==> src/rtl/dir_cmd_queue.sv <==
// Turns debounced direction buttons (presses and single-button auto-repeat) into 2-bit commands
// held in a small coalescing FIFO until the game controller accepts them.
module dir_cmd_queue #(
  parameter int unsigned DEPTH        = 4,
  parameter int unsigned REPEAT_DELAY = 12_500_000,
  parameter int unsigned REPEAT_W     = 24,
  localparam int unsigned PW          = $clog2(DEPTH),
  localparam int unsigned LW          = $clog2(DEPTH) + 1
) (
  input  logic          clk,
  input  logic          reset,
  input  logic [3:0]    btn,
  input  logic          cmd_ready,
  output logic          cmd_valid,
  output logic [1:0]    cmd_dir,
  output logic          overflow,
  output logic [LW-1:0] level
);

  localparam logic [REPEAT_W-1:0] RepLast =
    REPEAT_W'((REPEAT_DELAY == 0) ? 0 : REPEAT_DELAY - 1);

  logic [3:0]          r_btn_q;
  logic [REPEAT_W-1:0] r_rep_cnt;
  logic [1:0]          r_mem [DEPTH];
  logic [PW-1:0]       r_wr_ptr;
  logic [PW-1:0]       r_rd_ptr;
  logic [LW-1:0]       r_level;
  logic                r_overflow;

  logic [3:0]          w_rise;
  logic                w_one_hot;
  logic                w_held;
  logic                w_rep_fire;
  logic [REPEAT_W-1:0] w_rep_cnt_d;
  logic                w_cand_vld;
  logic [1:0]          w_cand_dir;
  logic                w_pop;
  logic [LW-1:0]       w_lvl_pop;
  logic [1:0]          w_tail;
  logic                w_coalesce;
  logic                w_full_pop;
  logic                w_push;
  logic                w_drop;

  // Lowest set index wins: left > up > right > down.
  function automatic logic [1:0] f_low_idx(input logic [3:0] v);
    if (v[0])      return 2'd0;
    else if (v[1]) return 2'd1;
    else if (v[2]) return 2'd2;
    else           return 2'd3;
  endfunction

  assign w_rise    = btn & ~r_btn_q;
  assign w_one_hot = (btn != 4'b0000) && ((btn & (btn - 4'd1)) == 4'b0000);
  assign w_held    = w_one_hot && (btn == r_btn_q);

  // A zero delay keeps the counter parked at 0 and never fires.
  always_comb begin
    w_rep_fire  = 1'b0;
    w_rep_cnt_d = '0;
    if ((REPEAT_DELAY != 0) && w_held) begin
      if (r_rep_cnt == RepLast) begin
        w_rep_fire = 1'b1;
      end else begin
        w_rep_cnt_d = r_rep_cnt + REPEAT_W'(1);
      end
    end
  end

  assign w_cand_vld = (w_rise != 4'b0000) || w_rep_fire;
  assign w_cand_dir = (w_rise != 4'b0000) ? f_low_idx(w_rise) : f_low_idx(btn);

  assign cmd_valid  = (r_level != '0);
  assign cmd_dir    = cmd_valid ? r_mem[r_rd_ptr] : 2'b00;
  assign overflow   = r_overflow;
  assign level      = r_level;

  // The tail survives a pop whenever anything remains, so coalescing compares against it.
  assign w_pop      = cmd_valid && cmd_ready;
  assign w_lvl_pop  = r_level - LW'(w_pop);
  assign w_tail     = r_mem[r_wr_ptr - PW'(1)];
  assign w_coalesce = (w_lvl_pop != '0) && (w_tail == w_cand_dir);
  assign w_full_pop = (w_lvl_pop == LW'(DEPTH));
  assign w_push     = w_cand_vld && !w_coalesce && !w_full_pop;
  assign w_drop     = w_cand_vld && !w_coalesce && w_full_pop;

  always_ff @(posedge clk or negedge reset) begin
    if (!reset) begin
      r_btn_q    <= 4'b1111;
      r_rep_cnt  <= '0;
      r_wr_ptr   <= '0;
      r_rd_ptr   <= '0;
      r_level    <= '0;
      r_overflow <= 1'b0;
      for (int i = 0; i < DEPTH; i++) begin
        r_mem[i] <= 2'b00;
      end
    end else begin
      r_btn_q    <= btn;
      r_rep_cnt  <= w_rep_cnt_d;
      r_overflow <= w_drop;
      r_level    <= w_lvl_pop + LW'(w_push);
      if (w_push) begin
        r_mem[r_wr_ptr] <= w_cand_dir;
        r_wr_ptr        <= r_wr_ptr + PW'(1);
      end
      if (w_pop) begin
        r_rd_ptr <= r_rd_ptr + PW'(1);
      end
    end
  end

endmodule

==> config.mk <==
export PLATFORM = sky130hd
export DESIGN_NAME = dir_cmd_queue
export DESIGN_NICKNAME = d
export VERILOG_FILES = /design/src/rtl/dir_cmd_queue.sv
export SDC_FILE = /design/constraint.sdc
export NUM_CORES = 1
export LEC_CHECK = 0
export ABC_AREA = 1
export BUFFER_PORTS_ARGS = -buffer_cell sky130_fd_sc_hd__buf_2
export CORE_MARGIN = 4
export CORE_UTILIZATION = 55
export CTS_CLUSTER_SIZE = 14
export DETAILED_ROUTE_END_ITERATION = 10
export PLACE_DENSITY = 0.83
export SLEW_MARGIN = 0
export SYNTH_ARGS = -nofsm -noshare
export SYNTH_HDL_FRONTEND = slang
export SYNTH_SLANG_ARGS = --single-unit
==> constraint.sdc <==
create_clock -name clk -period 2.2 [get_ports clk]
set_input_delay 0 -clock clk [delete_from_list [all_inputs] [get_ports clk]]
set_output_delay 0 -clock clk [all_outputs]
set_load 0.01 [all_outputs]
### Word-level counts from Yosys, hierarchy flattened

Index checks and enable logic that the tools add are counted.

* output and inout bits: 7
* bits in registers: 44
* logic and storage cells: 68

* reduce and logical (&&, ||, !) cells: 16
* order comparisons: 4
* bitwise logic cells: 6
* eq/ne operators: 4
* add/subtract/negate cells: 7
* muxes and demuxes: 21

Operators by type and width (count)
* 2-to-1 mux 24 bit: 2
* adder 24 x 1 -> 24 bit, second input constant: 1
* == test 24 bit, second input constant: 1
* 2-to-1 mux 2 bit: 11
* greater-or-equal comparator 3 bit, second input constant: 3
* NOT 2 -> 3 bit: 3
* AND 4 bit: 2
* binary-select mux 2 bit (select 2 bit): 2
* bitwise mux 8 bit: 1
* logical AND 1 bit: 8
* nonzero test 4 bit: 2
* nonzero test 3 bit: 2
* adder 2 x 1 -> 2 bit, second input constant: 2
* demux 2 bit (select 2 bit): 1
* == test 4 bit: 1
* zero test 4 bit: 1
* 2-to-1 mux 1 bit: 4
* NOT 4 bit: 1
* subtractor 4 x 1 -> 4 bit, second input constant: 1
* adder 3 x 1 -> 3 bit: 1
* == test 3 bit, second input constant: 1
* less-than comparator 3 x 1 -> 1 bit, second input constant: 1
* subtractor 3 x 1 -> 3 bit: 1
* == test 2 bit: 1
* 3 further kinds: 4

### Depth between registers and ports, before layout

* depth in word-level cells: 12
* gate-level depth with buffers: 16
* gate-level depth less buffers: 16

### Worst setup path after synthesis

Ideal clock, no wire load.

* path kind: flip-flop to flip-flop
* start point: reg r_level[0] (netlist: level[0])
* end point: reg r_level[2] (netlist: level[2])
* setup time: 130 ps
* arrival time: 2432 ps
* path buffers: 0
* period minus slack after synthesis: 2563 ps
* stages on the path, launching flop included: 17
* path slack: -363 ps
* cells stage by stage: dfrtp_1 > nor3_1 > inv_1 > nand2_1 > inv_1 > ha_1 > ha_1 > xnor2_1 > nand3_1 > nand2_1 > nor2_1 > nand2_2 > nand2_2 > nor2_4 > ha_1 > ha_1 > xnor2_1

* word-level cells in the longest chain between the ends: 9
* elaborated cells on any way between the ends: 11

RTL lines
* start, declared: RTL line 28 `logic [LW-1:0] r_level;`
* start signal, assigned: RTL line 103 `r_level <= w_lvl_pop + LW'(w_push);`
* nonzero test 3 bit (*): RTL line 74 `assign cmd_valid = (r_level != '0);`
* net cmd_valid: RTL line 14 `output logic cmd_valid,`
* logical AND 1 bit (*): RTL line 80 `assign w_pop = cmd_valid && cmd_ready;`
* net w_pop: RTL line 38 `logic w_pop;`
* subtractor 3 x 1 -> 3 bit (*): RTL line 81 `assign w_lvl_pop = r_level - LW'(w_pop);`
* nonzero test 3 bit: RTL line 83 `assign w_coalesce = (w_lvl_pop != '0) && (w_tail == w_cand_dir);`
* logical AND 1 bit: RTL line 83
* zero test 1 bit: RTL line 85 `assign w_push = w_cand_vld && !w_coalesce && !w_full_pop;`
* logical AND 1 bit: RTL line 85
* logical AND 1 bit (*): RTL line 85
* net w_push: RTL line 43 `logic w_push;`
* adder 3 x 1 -> 3 bit (*): RTL line 103

Mark *: on every way through the listed nets, which the timed path passes. The rest lies on a longest branch.
A chain may end at the register's enable or synchronous reset.

### Final worst setup path

* start point: reg r_level[2] (netlist: level[2])
* end point: reg r_level[2] (netlist: level[2])

* word-level cells in the longest chain between the ends: 9
* elaborated cells on any way between the ends: 11

RTL lines (RTL line)
* nonzero test 3 bit (*): 74
* logical AND 1 bit (*): 80
* net w_pop: 38
* subtractor 3 x 1 -> 3 bit (*): 81
* nonzero test 3 bit: 83
* logical AND 1 bit: 83
* zero test 1 bit: 85
* logical AND 1 bit: 85
* logical AND 1 bit (*): 85
* net w_push: 43
* adder 3 x 1 -> 3 bit (*): 103

Marked as above.

==> impl_metrics.toml <==
[final_layout]
area_delta_synth_final_pct = 25.2
nFillCells = 360
num_antenna_cells = 0
nets = 440
regArea_mm2 = 0.00111
drive_above_1_share = 0.304
multi_input_area_mm2 = 0.00158
post-route-util = 0.725

[hold_path]
hold_class = "input port to async pin"

[flow_run]
max-cap-violations = 0

[synthesis]
synth_top_family_by_area = "simple AND/OR/NAND/NOR gates"
netlist_area_mm2 = 0.00279
netlist.area_leader.share = 0.359
synth_area_per_cell_um2 = 7.84
synth-compound-area-share = 0.0583
ys_warn_count = 0
synth-simple-area-share = 0.372
synth_seq_cells = 44
synth.largest_area_cell = "dfrtp_1"
synth.most_common_cell = "nand2_1"
synth_xor_area_frac = 0.0314
netlist_top_cells_count = "nand2_1 (77), nor2_1 (47), inv_1 (45)"
synth_edf_count = 0
syn_inst = 356
synthAdderAreaFrac = 0.0583
ys_top_cells_by_area = "dfrtp_1 (36%), nand2_1 (10%), nor2_1 (6.3%)"
syn_nets = 376
ys_types = 37
seq_area_frac_synth = 0.396
synthMuxAreaShare = 0
synthArstFlopShare = 1.00
synth_flop_cell = "dfrtp_1"

[timing]
rsz0062_at_grt = "yes"
fin_crit_sh = 1.04
max_freq_mhz = 435
maxSlewHeadroom = 0.625
drv_slew = 0
layout_min_cycle_time_ps = 2300
worst_clock_skew_ps = 8.87
setup_violations = 6
finalWorstSetupSlack_ps = -97.9
worst_pin_slew_ps = 563
hold_viol = 0

[drt]
drt-initial-drc-count = 182
drc_errors = 0
viasPerCell = 5.22
wl_per_cell_um = 13.6
totalWireLength_mm = 6.65
drtAntennaViolNets = 0
drtPass1Iterations = 5
vias = 2548

[power]
p_seq_frac = 0.289
clkPwrFrac = 0.141
p_leak_nw = 1.71
irDropWorstVdd_mv = 0.511
p_int_mw = 2.22
p_comb_frac = 0.570
switching_share = 0.422
powerDensity_mw_per_mm2 = 1100
power_switching_mw = 1.62

[setup_path]
path_common_cell = "ha_4"
critPathLaunchType = "flop"
setup.worst_path.end_class = "flop"
worst_path_max_delay_cell = "dfrtp_2"
critPathKind = "flop to flop"
cp.arrival_ps = 2500
worst-path-buf-inv = 2
crit_fanout = 2
crit_path_max_incr_delay_ps = 440
worst-endpoint-required_ps = 2400
crit_chain = "nor3_4 -> inv_2 -> nand2_2 -> inv_2 -> ha_4 -> ha_4 -> xnor2_4 -> nand3_2 -> nand2_1 -> nor2_1 -> nand2_2 -> nand2_2 -> nor2_4 -> ha_4 -> ha_4 -> xnor2_2"
path_delay_family = "simple AND/OR/NAND/NOR gates"

[clock_network]
path_clk_slew_ps = 90
clockBufferDepth = 2
numCtsBuffers = 5
cts_sinks = 44
clock-root-buffer = "clkbuf_8"
cts_tree = "done"
clock_latency_ps = 300
h-tree-depth = 2

[global_route]
grt_max_degree = 45
antenna_found_initial = 0
first_global_vias = 2494
grt_pass1_wl_mm = 10.9
grt-ovfl-total = 0
track_usage = 0.222

[die]
core_area_mm2 = 0.00482
rows = 25
dieHeight_um = 79.2
ios = 14
die_w_um = 79.2
die_area_mm2 = 0.00628
start_util = 0.579

[place]
gp_congestion = 0.882
place.port_buffers = 13
pre_cts_ws_ps = -120
hpwl_mm = 4.25

[run_status]
violations = "negative setup slack"
status = "finished with violations"
registers in the layout, indices dropped and copies added (netlist names):
register,count
level,3
overflow,1
r_btn_q,4
r_mem,8
r_rd_ptr,2
r_rep_cnt,24
r_wr_ptr,2
layout by cell type (no fill, tap or decap), types with 2 or more instances in the layout:
cell type      count
o21ai_0            8
nor3_4             3
buf_2             13
clkbuf_8           6
nor3_1             8
dlygate4sd3_1      5
buf_4             41
clkinv_2           2
nor2_1            45
nor2_4             7
nor4_1             2
nor2_8             2
o21a_1             2
xnor2_1            3
nand3_1           15
a31oi_1            3
inv_1             42
dfrtp_1           39
nand3_2            2
nor2_2             7
a21oi_1           12
nand2_2           12
xor2_1             5
nor3_2             4
ha_4               4
ha_1               9
dfstp_2            4
nand4_1           16
nand2_1           74
inv_2             13
per-layer routing:
metal	vias up	wire, µm	global-route usage
met5	-	0	0
met4	0	95	0.0773
met3	13	279	0.0385
met2	79	3510	0.412
met1	1184	2760	0.256
li1	1272	-	-
worst register-to-register path, cell delays in order, from the launching register on:
cell and delay (ps):
dfrtp_2 440, nor3_4 200, inv_2 60, nand2_2 90
inv_2 60, ha_4 160, ha_4 170, xnor2_4 130
nand3_2 80, nand2_1 50, nor2_1 120, nand2_2 70
nand2_2 90, nor2_4 50, ha_4 160, ha_4 150
xnor2_2 120
path summary, 6_finish.rpt:
kind                                         from                endpoint  slack [ps]  cells past startpoint
setup / recovery               level[2]$_DFF_PN0_      level[2]$_DFF_PN0_        -100                     16
hold / removal                              reset    r_mem[3]$_DFFE_PN0P_         300                      3
setup reg to reg               level[2]$_DFF_PN0_      level[2]$_DFF_PN0_        -100                     16
hold reg to reg            r_rep_cnt[0]$_DFF_PN0_  r_rep_cnt[0]$_DFF_PN0_         470                      1
max in group asynchronous                   reset      level[2]$_DFF_PN0_        1500                      3
min in group clk                           btn[0]    r_btn_q[0]$_DFF_PN1_         380                      2
kinds of logic after synthesis:
group,count (synthesis)
AO/OA/AOI/OAI,28
AND/OR/NAND/NOR,202
XOR/XNOR,10
adder cells (fa/ha/maj),13
flip-flops,44
buffers and inverters,59
power by group through the flow:
stage               Sequential [mW]  Combinational, mW  Clock [mW]
finish                         1.11               2.19       0.540
global route                   1.13               2.38       0.596
CTS                            1.08               1.99       0.547
detailed placement             1.10               1.77           0
global placement               1.09               1.71           0
floorplan                      1.11               1.17           0
metrics by stage:
step | hold WS (ps) | TNS (ps) | power, mW | instance area (µm²) | std cells
final | 299 | -263 | 3.83 | 3490 | 488
after global routing | 352 | -933 | 4.11 | 3490 | 488
after CTS | 312 | -42.1 | 3.62 | 3440 | 486
after detailed placement | 113 | -960 | 2.86 | 3120 | 451
after global placement | 109 | -219 | 2.80 | 3120 | 451
after floorplan | -296 | -1190 | 2.28 | 2860 | 356
cell type report:
class	count	area share
clock buffers	6	0.0236
clock inverters	2	0.00286
inverters	56	0.0602
multi-input cells	254	0.451
flip-flops and latches	44	0.317
well taps	67	0.0240
repair buffers	59	0.121
timing repair:
action	CTS	global route
setup endpoints to repair	13	16
hold buffers	5	0
resized for setup	4	9
setup buffers	22	2
endpoints found under the hold margin	44	0
pin swaps	9	10
cloned	0	1
Note: power is estimated with default switching activity, not from simulation.
